[src/rtl/ps2_pkg.sv]
// Shared types and constants for the PS/2 set-2 key tracker.
// Holds FSM states, scancodes and the tracked-key lookup.
package ps2_pkg;

  typedef enum logic [1:0] {
    ST_IDLE,
    ST_EXT,
    ST_BRK,
    ST_EXT_BRK
  } ps2_st_e;

  localparam logic [7:0] SC_E0    = 8'hE0;
  localparam logic [7:0] SC_F0    = 8'hF0;
  localparam logic [7:0] SC_AA    = 8'hAA;
  localparam logic [7:0] SC_FC    = 8'hFC;
  localparam logic [7:0] SC_LEFT  = 8'h6B;
  localparam logic [7:0] SC_RIGHT = 8'h74;
  localparam logic [7:0] SC_UP    = 8'h75;
  localparam logic [7:0] SC_SPACE = 8'h29;
  localparam logic [7:0] SC_ENTER = 8'h5A;
  localparam logic [7:0] SC_ESC   = 8'h76;

  localparam int NKEYS = 6;

  localparam logic [2:0] K_LEFT  = 3'd0;
  localparam logic [2:0] K_RIGHT = 3'd1;
  localparam logic [2:0] K_UP    = 3'd2;
  localparam logic [2:0] K_SPACE = 3'd3;
  localparam logic [2:0] K_ENTER = 3'd4;
  localparam logic [2:0] K_ESC   = 3'd5;

  typedef struct packed {
    logic       hit;
    logic [2:0] idx;
  } key_hit_t;

  function automatic key_hit_t key_lookup(
    input logic [7:0] code,
    input logic       ext
  );
    key_hit_t r;
    r = '0;
    unique case (1'b1)
      ext && code == SC_LEFT:   r = '{1'b1, K_LEFT};
      ext && code == SC_RIGHT:  r = '{1'b1, K_RIGHT};
      ext && code == SC_UP:     r = '{1'b1, K_UP};
      !ext && code == SC_SPACE: r = '{1'b1, K_SPACE};
      !ext && code == SC_ENTER: r = '{1'b1, K_ENTER};
      !ext && code == SC_ESC:   r = '{1'b1, K_ESC};
      default:                  r = '0;
    endcase
    return r;
  endfunction

endpackage

[src/rtl/ps2_key_tracker_if.sv]
// Generic valid/ready bundle: byte stream into the tracker,
// and the key-event push into the event FIFO.
interface ps2_key_tracker_if #(
  parameter int W = 4
);
  logic         valid;
  logic         ready;
  logic [W-1:0] data;

  modport master (output valid, data, input ready);
  modport slave  (input valid, data, output ready);
endinterface

[src/rtl/ps2_event_fifo.sv]
// 4-entry key event FIFO, built only with PS2_EVENT_FIFO_EN.
// Drops pushes when full (sticky overflow) unless a pop frees a slot.
module ps2_event_fifo (
  input  logic                    clk,
  input  logic                    rst_n,
  ps2_key_tracker_if.slave        wr,
  output logic                    ev_valid,
  output logic [3:0]              ev_data,
  input  logic                    ev_ready,
  output logic                    ev_overflow
);
  logic [3:0] mem_q [4];
  logic [3:0] mem_d [4];
  logic [1:0] wp_q, wp_d;
  logic [1:0] rp_q, rp_d;
  logic [2:0] cnt_q, cnt_d;
  logic       ovf_q, ovf_d;
  logic       full, pop, push_ok;

  assign full     = cnt_q == 3'd4;
  assign ev_valid = cnt_q != 3'd0;
  assign ev_data  = mem_q[rp_q];
  assign pop      = ev_valid && ev_ready;
  assign push_ok  = wr.valid && (!full || pop);
  assign wr.ready = !full || pop;
  assign ev_overflow = ovf_q;

  always_comb begin
    mem_d = mem_q;
    wp_d  = wp_q;
    rp_d  = rp_q;
    ovf_d = ovf_q | (wr.valid && !push_ok);
    if (push_ok) begin
      mem_d[wp_q] = wr.data;
      wp_d        = wp_q + 2'd1;
    end
    if (pop) rp_d = rp_q + 2'd1;
    cnt_d = cnt_q + {2'b0, push_ok} - {2'b0, pop};
  end

  always_ff @(posedge clk or negedge rst_n) begin
    if (!rst_n) begin
      for (int i = 0; i < 4; i++) mem_q[i] <= '0;
      wp_q  <= '0;
      rp_q  <= '0;
      cnt_q <= '0;
      ovf_q <= 1'b0;
    end else begin
      mem_q <= mem_d;
      wp_q  <= wp_d;
      rp_q  <= rp_d;
      cnt_q <= cnt_d;
      ovf_q <= ovf_d;
    end
  end
endmodule

[src/rtl/ps2_key_tracker.sv]
// PS/2 set-2 key tracker: prefix FSM, held-key levels, press pulses.
// Optional event FIFO and ev_* ports when PS2_EVENT_FIFO_EN is defined.
module ps2_key_tracker
  import ps2_pkg::*;
#(
  parameter int TIMEOUT_CYCLES = 100000
) (
  input  logic             clk,
  input  logic             rst_n,
  input  logic [7:0]       scan_code,
  input  logic             scan_valid,
  output logic [NKEYS-1:0] key_state,
  output logic [NKEYS-1:0] key_press,
  output logic             proto_err
`ifdef PS2_EVENT_FIFO_EN
  ,
  output logic             ev_valid,
  output logic [3:0]       ev_data,
  input  logic             ev_ready,
  output logic             ev_overflow
`endif
);
  localparam int CW =
    (TIMEOUT_CYCLES > 2) ? $clog2(TIMEOUT_CYCLES) : 1;
  localparam logic [CW-1:0] T_MAX = CW'(TIMEOUT_CYCLES - 1);

  ps2_st_e          st_q, st_d;
  logic [CW-1:0]    cnt_q, cnt_d;
  logic [NKEYS-1:0] ks_q, ks_d;
  logic [NKEYS-1:0] kp_q, kp_d;
  logic             err_q, err_d;
  key_hit_t         lk;
  logic             is_brk;
  logic             ev_push;
  logic [3:0]       ev_word;

  always_comb begin
    st_d    = st_q;
    cnt_d   = cnt_q;
    ks_d    = ks_q;
    err_d   = err_q;
    lk      = '0;
    is_brk  = 1'b0;
    ev_push = 1'b0;
    if (scan_valid) begin
      cnt_d = '0;
      unique case (1'b1)
        scan_code == SC_E0: begin
          err_d = err_q | (st_q == ST_BRK) | (st_q == ST_EXT_BRK);
          st_d  = ST_EXT;
        end
        scan_code == SC_F0: begin
          if (st_q == ST_IDLE)     st_d  = ST_BRK;
          else if (st_q == ST_EXT) st_d  = ST_EXT_BRK;
          else                     err_d = 1'b1;
        end
        default: begin
          st_d   = ST_IDLE;
          is_brk = (st_q == ST_BRK) || (st_q == ST_EXT_BRK);
          lk     = key_lookup(scan_code,
                     (st_q == ST_EXT) || (st_q == ST_EXT_BRK));
          if (st_q == ST_IDLE &&
              (scan_code == SC_AA || scan_code == SC_FC)) begin
            ks_d = '0;
          end else if (lk.hit) begin
            ks_d[lk.idx] = !is_brk;
            // typematic repeats of a held key are not events
            ev_push = is_brk || !ks_q[lk.idx];
          end
        end
      endcase
    end else if (st_q != ST_IDLE) begin
      if (cnt_q == T_MAX) begin
        st_d  = ST_IDLE;
        cnt_d = '0;
        err_d = 1'b1;
      end else begin
        cnt_d = cnt_q + 1'b1;
      end
    end
    kp_d    = ks_d & ~ks_q;
    ev_word = {is_brk, lk.idx};
  end

  always_ff @(posedge clk or negedge rst_n) begin
    if (!rst_n) begin
      st_q  <= ST_IDLE;
      cnt_q <= '0;
      ks_q  <= '0;
      kp_q  <= '0;
      err_q <= 1'b0;
    end else begin
      st_q  <= st_d;
      cnt_q <= cnt_d;
      ks_q  <= ks_d;
      kp_q  <= kp_d;
      err_q <= err_d;
    end
  end

  assign key_state = ks_q;
  assign key_press = kp_q;
  assign proto_err = err_q;

`ifdef PS2_EVENT_FIFO_EN
  ps2_key_tracker_if #(.W(4)) ev_if ();

  assign ev_if.valid = ev_push;
  assign ev_if.data  = ev_word;

  logic unused_rdy;
  assign unused_rdy = ev_if.ready;

  ps2_event_fifo u_fifo (
    .clk         (clk),
    .rst_n       (rst_n),
    .wr          (ev_if),
    .ev_valid    (ev_valid),
    .ev_data     (ev_data),
    .ev_ready    (ev_ready),
    .ev_overflow (ev_overflow)
  );
`else
  logic unused_ev;
  assign unused_ev = ^{ev_push, ev_word};
`endif
endmodule

[config.mk]
export PLATFORM = sky130hd
export DESIGN_NAME = ps2_key_tracker
export DESIGN_NICKNAME = d
export VERILOG_FILES = /design/src/rtl/ps2_pkg.sv /design/src/rtl/ps2_key_tracker_if.sv /design/src/rtl/ps2_event_fifo.sv /design/src/rtl/ps2_key_tracker.sv
export SDC_FILE = /design/constraint.sdc
export NUM_CORES = 1
export LEC_CHECK = 0
export CAP_MARGIN = 20
export CORE_ASPECT_RATIO = 1.1
export CORE_MARGIN = 3
export CORE_UTILIZATION = 40
export CTS_CLUSTER_SIZE = 12
export DETAILED_ROUTE_END_ITERATION = 16
export PLACE_DENSITY = 0.67
export REMOVE_ABC_BUFFERS = 1
export SETUP_SLACK_MARGIN = 0.4
export SLEW_MARGIN = 10
export SYNTH_ARGS = -nofsm -noshare
export SYNTH_HDL_FRONTEND = slang
export SYNTH_SLANG_ARGS = --single-unit
[constraint.sdc]
create_clock -name clk -period 3.1 [get_ports clk]
set_input_delay 0.93 -clock clk [delete_from_list [all_inputs] [get_ports clk]]
set_output_delay 0.93 -clock clk [all_outputs]
set_load 0.05 [all_outputs]
==> results.cfg, run 1 <==
[clocking]
clock_path_buffers = 2
ctsHoldBuffers = 0
tritoncts = done
post_cts_buffers = 0
h-tree-depth = 2
cts_inserted_buffers = 5
cts.sinks = 32
clk_pin_slew_ns = 0.07
worstSkewPairLatency_ns = 0.28
cts_root_buffer = clkbuf_8
cts_repair_resize_count = 0

[global_route]
antenna_found_initial = 0
grt_max_degree = 33
grt_pass1_wl_mm = 6.70
grt_pass1_vias = 1466
grt_usage_pct = 16.2
overflow = 0

[worst_setup_path]
worstSetupEndpoint = key_press[1]$_DFF_PN0_
cp_max_fo = 9
endpoint_kind = register
reg2reg_to = cnt_q[5]$_DFFE_PN0P_
worstReg2RegStart = cnt_q[0]$_DFFE_PN0P_
cp-startpoint = scan_code[6]
crit_path_start_kind = input pin
cp.arrival_ns = 2.64
reg2reg_depth = 5
ff2ff_setup_slack_ns = 1.11
crit_required_ns = 3.27
crit_type = input pin to register

[routing]
dr.first_iter.drc_count = 72
drc = 0
ant_nets = 0
route.vias.total = 1475
post_drt_via_cell_ratio = 5.69
routed_wl_mm = 3.83
wl_per_cell_um = 14.8
drt_first_pass_iters = 4

[sta]
worst_pin_slew_ns = 0.652
hold_viol = 0
relSlewSlack_pct = 56.5
final.setup.tns_ns = 0
fin_crit_sh_pct = 79.7
rsz0062_at_grt = no
clock.fmax_mhz = 405
finalCriticalPeriod_ns = 2.47
fin_skew_ns = 0.00937
setup_violations = 0
slew_violations = 0

[die]
row_count = 24
pin_count = 24
fp.dieArea_um2 = 5270
start_util_pct = 43.1
core_region_area_um2 = 4110
chipWidth_um = 69.5
die_y_um = 75.8

[synth]
ys_types = 45
synth_warnings = 0
synth-edff-count = 0
ys.flop_type = dfrtp_1
async_flop_share_pct = 100
syn-mean-instance-area_um2 = 9.85
yosys_register_bits = 32
yosysSeqAreaShare_pct = 45.2
synth_area_um2 = 1770
synthCells = 180

[worst_hold_path]
min_from = proto_err$_DFFE_PN0P_
hold_path.class = register to register

[placement]
gp_congestion = 0.977
dp_hpwl_mm = 2.76
dp_cells = 251
io_buffers = 23

[pwr]
leakage_nw = 0.834
irDropWorstVdd_mv = 0.258
power_density_nw_per_um2 = 450

[cells_and_area]
finish.net_count = 218
diodes = 0
n_fill_cell = 342
layoutNonFillerInstCount = 259
syn2layout_area_growth_pct = 21.0
drive_gt1_share_pct = 9.66

[outcome]
status = complete, no violations

[job]
cap_violations = 0
[kinds of logic (layout without fill, tap and decap cells)]
| group | count (synthesis) | count (layout) | share of synthesized area, % |
|---|---|---|---|
| buffers and inverters | 12 | 39 | 3.81 |
| muxes | 6 | 6 | 3.39 |
| adders and majority gates | 1 | 1 | 0.706 |
| and+or+nand+nor | 94 | 94 | 32.3 |
| AOI/OAI and AO/OA | 26 | 26 | 10.2 |
| xor gates and xnor gates | 9 | 9 | 4.45 |
| DFF | 32 | 32 | 45.2 |
[worst min path at each step]
stage | to | slack, ns | depth (start not counted)
CTS | proto_err$_DFFE_PN0P_ | 0.46 | 1
global placement | proto_err$_DFFE_PN0P_ | 0.44 | 1
floorplan | cnt_q[1]$_DFFE_PN0P_ | 0.51 | 2
detailed placement | proto_err$_DFFE_PN0P_ | 0.45 | 1
finish | proto_err$_DFFE_PN0P_ | 0.46 | 1
global route | proto_err$_DFFE_PN0P_ | 0.50 | 1
[metrics by stage]
step	utilization (%)	power, mW	worst slack (ns)	hold slack (ns)	cell area (um2)
finish	52.2	0.966	0.628	0.458	2150
detailed placement	49.5	0.584	0.351	0.445	2040
global route	52.2	1.01	0.481	0.499	2150
global placement	49.5	0.584	0.389	0.445	2040
CTS	52.2	0.976	0.634	0.461	2150
floorplan	-	0.521	1.10	0.512	1730
[synth_stat cells, types with 3 or more instances]
library cell	number	area share, %
nor3b_1	4	1.7
nand3_1	8	2.3
a21oi_1	7	2.0
buf_2	3	0.85
nand4_1	7	2.5
o21ai_0	3	0.85
dfrtp_1	32	45
nand2_1	15	3.2
nor3_1	6	1.7
or4_1	3	1.3
nor4bb_1	3	1.7
and2_1	3	1.1
o22ai_1	4	1.4
nand2b_1	3	1.1
xor2_1	7	3.5
nor2_1	14	3.0
nor4b_1	4	2.0
o2111ai_1	3	1.5
inv_1	6	1.3
o31ai_1	4	1.7
nand3b_1	3	1.3
mux2i_1	6	3.4
[layout make-up]
class                      instances  area, um2  area share, %
clock buffer                       6       72.6           3.38
clock inverter                     2       35.0           1.63
inverter                           6       22.5           1.05
multi-input combinational        136        905           42.2
sequential                        32        801           37.3
tap                               52       65.1           3.03
timing repair buffer              25        245           11.4
[state kept, by name, indices dropped and copies added (netlist names)]
name	flops
cnt_q	17
key_press	6
key_state	6
st_q	2
proto_err	1
[worst max-delay path, cell delays in order]
cell             delay (ns)
clkdlybuf4s50_1        0.49
and3_1                 0.25
a21boi_2               0.38
nand3_2                0.27
nor4b_1                0.31
[metal layers]
metal	vias to the layer above	part of all wire, %	track usage (%)	routed length, um
met1	708	45	19.3	1740
met5	-	0	0	0
met3	7	3.6	3.17	137
met2	39	49	28.3	1880
li1	721	-	-	-
met4	0	1.8	8.24	68
[power breakdown]
| part | leakage (nW) | total (mW) | switching [mW] | internal [mW] |
|---|---|---|---|---|
| Sequential | 0.424 | 0.439 | 0.00991 | 0.429 |
| Combinational | 0.355 | 0.138 | 0.0878 | 0.0501 |
| Clock | 0.0552 | 0.389 | 0.151 | 0.238 |
[layout by cell type (no fill, tap or decap), types with 4 or more instances in the layout]
cell type        Yosys  final
a21oi_1              7      7
clkbuf_8             0      5
clkdlybuf4s50_1      0     23
dfrtp_1             32     32
inv_1                6      6
mux2i_1              6      6
nand2_1             15     15
nand3_1              8      8
nand4_1              7      7
nor2_1              14     14
nor3_1               6      6
nor3b_1              4      4
nor4b_1              4      4
o22ai_1              4      4
o31ai_1              4      4
xor2_1               7      7
(Power assumes the default switching activity.)
==> inputs of run 2 (changes only) <==
--- a/config.mk
+++ b/config.mk
@@ -11,7 +11,7 @@
 export CORE_UTILIZATION = 40
 export CTS_CLUSTER_SIZE = 12
 export DETAILED_ROUTE_END_ITERATION = 16
-export PLACE_DENSITY = 0.67
+export PLACE_DENSITY = 0.7
 export REMOVE_ABC_BUFFERS = 1
 export SETUP_SLACK_MARGIN = 0.4
 export SLEW_MARGIN = 10
==> constraint.sdc (replaced) <==
create_clock -name clk -period 2.2 [get_ports clk]
set_input_delay 0.66 -clock clk [delete_from_list [all_inputs] [get_ports clk]]
set_output_delay 0.66 -clock clk [all_outputs]
set_load 0.05 [all_outputs]
==> run 2 against run 1 <==
Final cell count rose by 8.1%. Die area did not move. Cell area rose by 12%. Sequential power rose by 41%. Clock power rose by 44%. Critical path depth did not move. Routed wire length rose by 12%. Largest cell class unchanged. Highest routed layer unchanged.
==> results.cfg, run 2 (synthesis gave the netlist of run 1 again) <==
[global_route]
grt_pass1_wl_mm = 7.33
grt_max_degree = 33
overflow = 0
grt_usage_pct = 17.8
antenna_found_initial = 0
grt_pass1_vias = 1580

[clocking]
h-tree-depth = 2
cts.sinks = 32
worstSkewPairLatency_ns = 0.29
cts_root_buffer = clkbuf_8
cts_inserted_buffers = 5
clock_path_buffers = 2
tritoncts = done
clk_pin_slew_ns = 0.07

[worst_hold_path]
holdPathEnd = proto_err$_DFFE_PN0P_
holdPathStages = 1
min_from = proto_err$_DFFE_PN0P_
hold_path.class = register to register

[worst_setup_path]
path_delay_family = simple AND/OR/NAND/NOR gates
cp.arrival_ns = 1.97
reg2reg_to = cnt_q[15]$_DFFE_PN0P_
critPathMaxStageDelay_ns = 0.42
endpoint_kind = register
ff2ff_setup_slack_ns = 0.52
crit_cells = 5
cp_max_fo = 6
crit_type = input pin to register
crit_buf_inv = 1
worst_path_max_delay_cell = nand4b_1
crit_required_ns = 2.36
worstReg2RegStart = cnt_q[3]$_DFFE_PN0P_
reg2reg_depth = 4
crit_path_start_kind = input pin
critical_path.cell_chain = clkdlybuf4s15_1 > nand4b_1 > or2_4 > o2111ai_1 > nand3_1

[cells_and_area]
regMostFlops = cnt_q
diodes = 0
layout_commonest_cell = dfrtp_1
drive_gt1_share_pct = 27.2
largest_reg_flops = 17
finish.net_count = 239
syn2layout_area_growth_pct = 35.6
final_cell_mix = 32 x dfrtp_1, 27 x buf_4, 15 x nand2_1

[routing]
wl_per_cell_um = 15.3
drt_first_pass_iters = 4
route.vias.total = 1544
post_drt_via_cell_ratio = 5.51
routed_wl_mm = 4.27
dr.first_iter.drc_count = 67
drc = 0
ant_nets = 0

[placement]
gp_congestion = 0.854
dp_hpwl_mm = 2.96
io_buffers = 23

[die]
start_util_pct = 43.1
pin_count = 24
core_region_area_um2 = 4110
die_y_um = 75.8
chipWidth_um = 69.5
fp.dieArea_um2 = 5270
row_count = 24

[sta]
fin_crit_sh_pct = 82.2
worst_pin_slew_ns = 0.489
final.setup.tns_ns = 0
setup_violations = 0
fin_skew_ns = 0.00507
clock.fmax_mhz = 553
hold_viol = 0
rsz0062_at_grt = yes
slew_violations = 0
relSlewSlack_pct = 67.5
finalCriticalPeriod_ns = 1.81

[pwr]
irDropWorstVdd_mv = 0.415
leakage_nw = 0.997
power_density_nw_per_um2 = 580
p_total_mw = 1.39

[job]
cap_violations = 0

[outcome]
status = complete, no violations
## run 2: cell types whose count changed in the layout (fill, tap and decap cells not counted), moves of 3 or more
cell and delta:
dlygate4sd2_1 +8, clkbuf_2 +3, clkdlybuf4s15_1 +5, buf_4 +25
clkdlybuf4s50_1 -22
## run 2: area by class of cell
cell class / instances / area [um2]
fillers: 367 / 1710
multi-input cells: 137 / 1040
flip-flops and latches: 32 / 801
repair buffers: 45 / 368
clock buffers: 6 / 72.6
well taps: 52 / 65.1
clock inverters: 2 / 35.0
inverters: 6 / 22.5
## run 2: metrics by stage
stage	std cells	hold WS, ns	utilization (%)	setup WS, ns	cell area (um2)
after detailed placement	268	0.452	52.6	-0.105	2160
after CTS	280	0.466	58.3	0.353	2400
after floorplan	174	0.364	-	0.467	1730
after global placement	268	0.449	52.6	-0.0886	2160
after global routing	280	0.482	58.4	0.345	2400
final	280	0.469	58.4	0.391	2400
## run 2: worst max-delay path by stage
stage	startpoint	slack, ns	end
after floorplan	scan_valid	0.47	cnt_q[15]$_DFFE_PN0P_
after global placement	scan_code[0]	-0.09	key_press[5]$_DFF_PN0_
after detailed placement	scan_valid	-0.10	cnt_q[15]$_DFFE_PN0P_
after CTS	proto_err$_DFFE_PN0P_	0.35	proto_err
after global routing	scan_code[3]	0.34	key_state[1]$_DFF_PN0_
final	scan_code[3]	0.39	key_state[1]$_DFF_PN0_
## run 2: repair_timing
action,CTS,global route
hold buffers,0,0
resized for setup,35,12
pin swaps,6,0
setup endpoints to repair,30,12
gates cloned,1,0
setup buffers,3,0
## run 2: where the power goes
| group | internal, mW | switching (mW) | leakage (nW) |
|---|---|---|---|
| combinational | 0.0795 | 0.135 | 0.518 |
| clock | 0.336 | 0.226 | 0.0552 |
| sequential | 0.604 | 0.0137 | 0.424 |
## run 2: routing by layer
layer,up-vias,track usage [%],routed length (um)
met3,13,4.88,177
li1,765,-,-
met5,-,0,0
met4,0,8.24,119
met2,38,31.4,2170
met1,728,20.6,1800
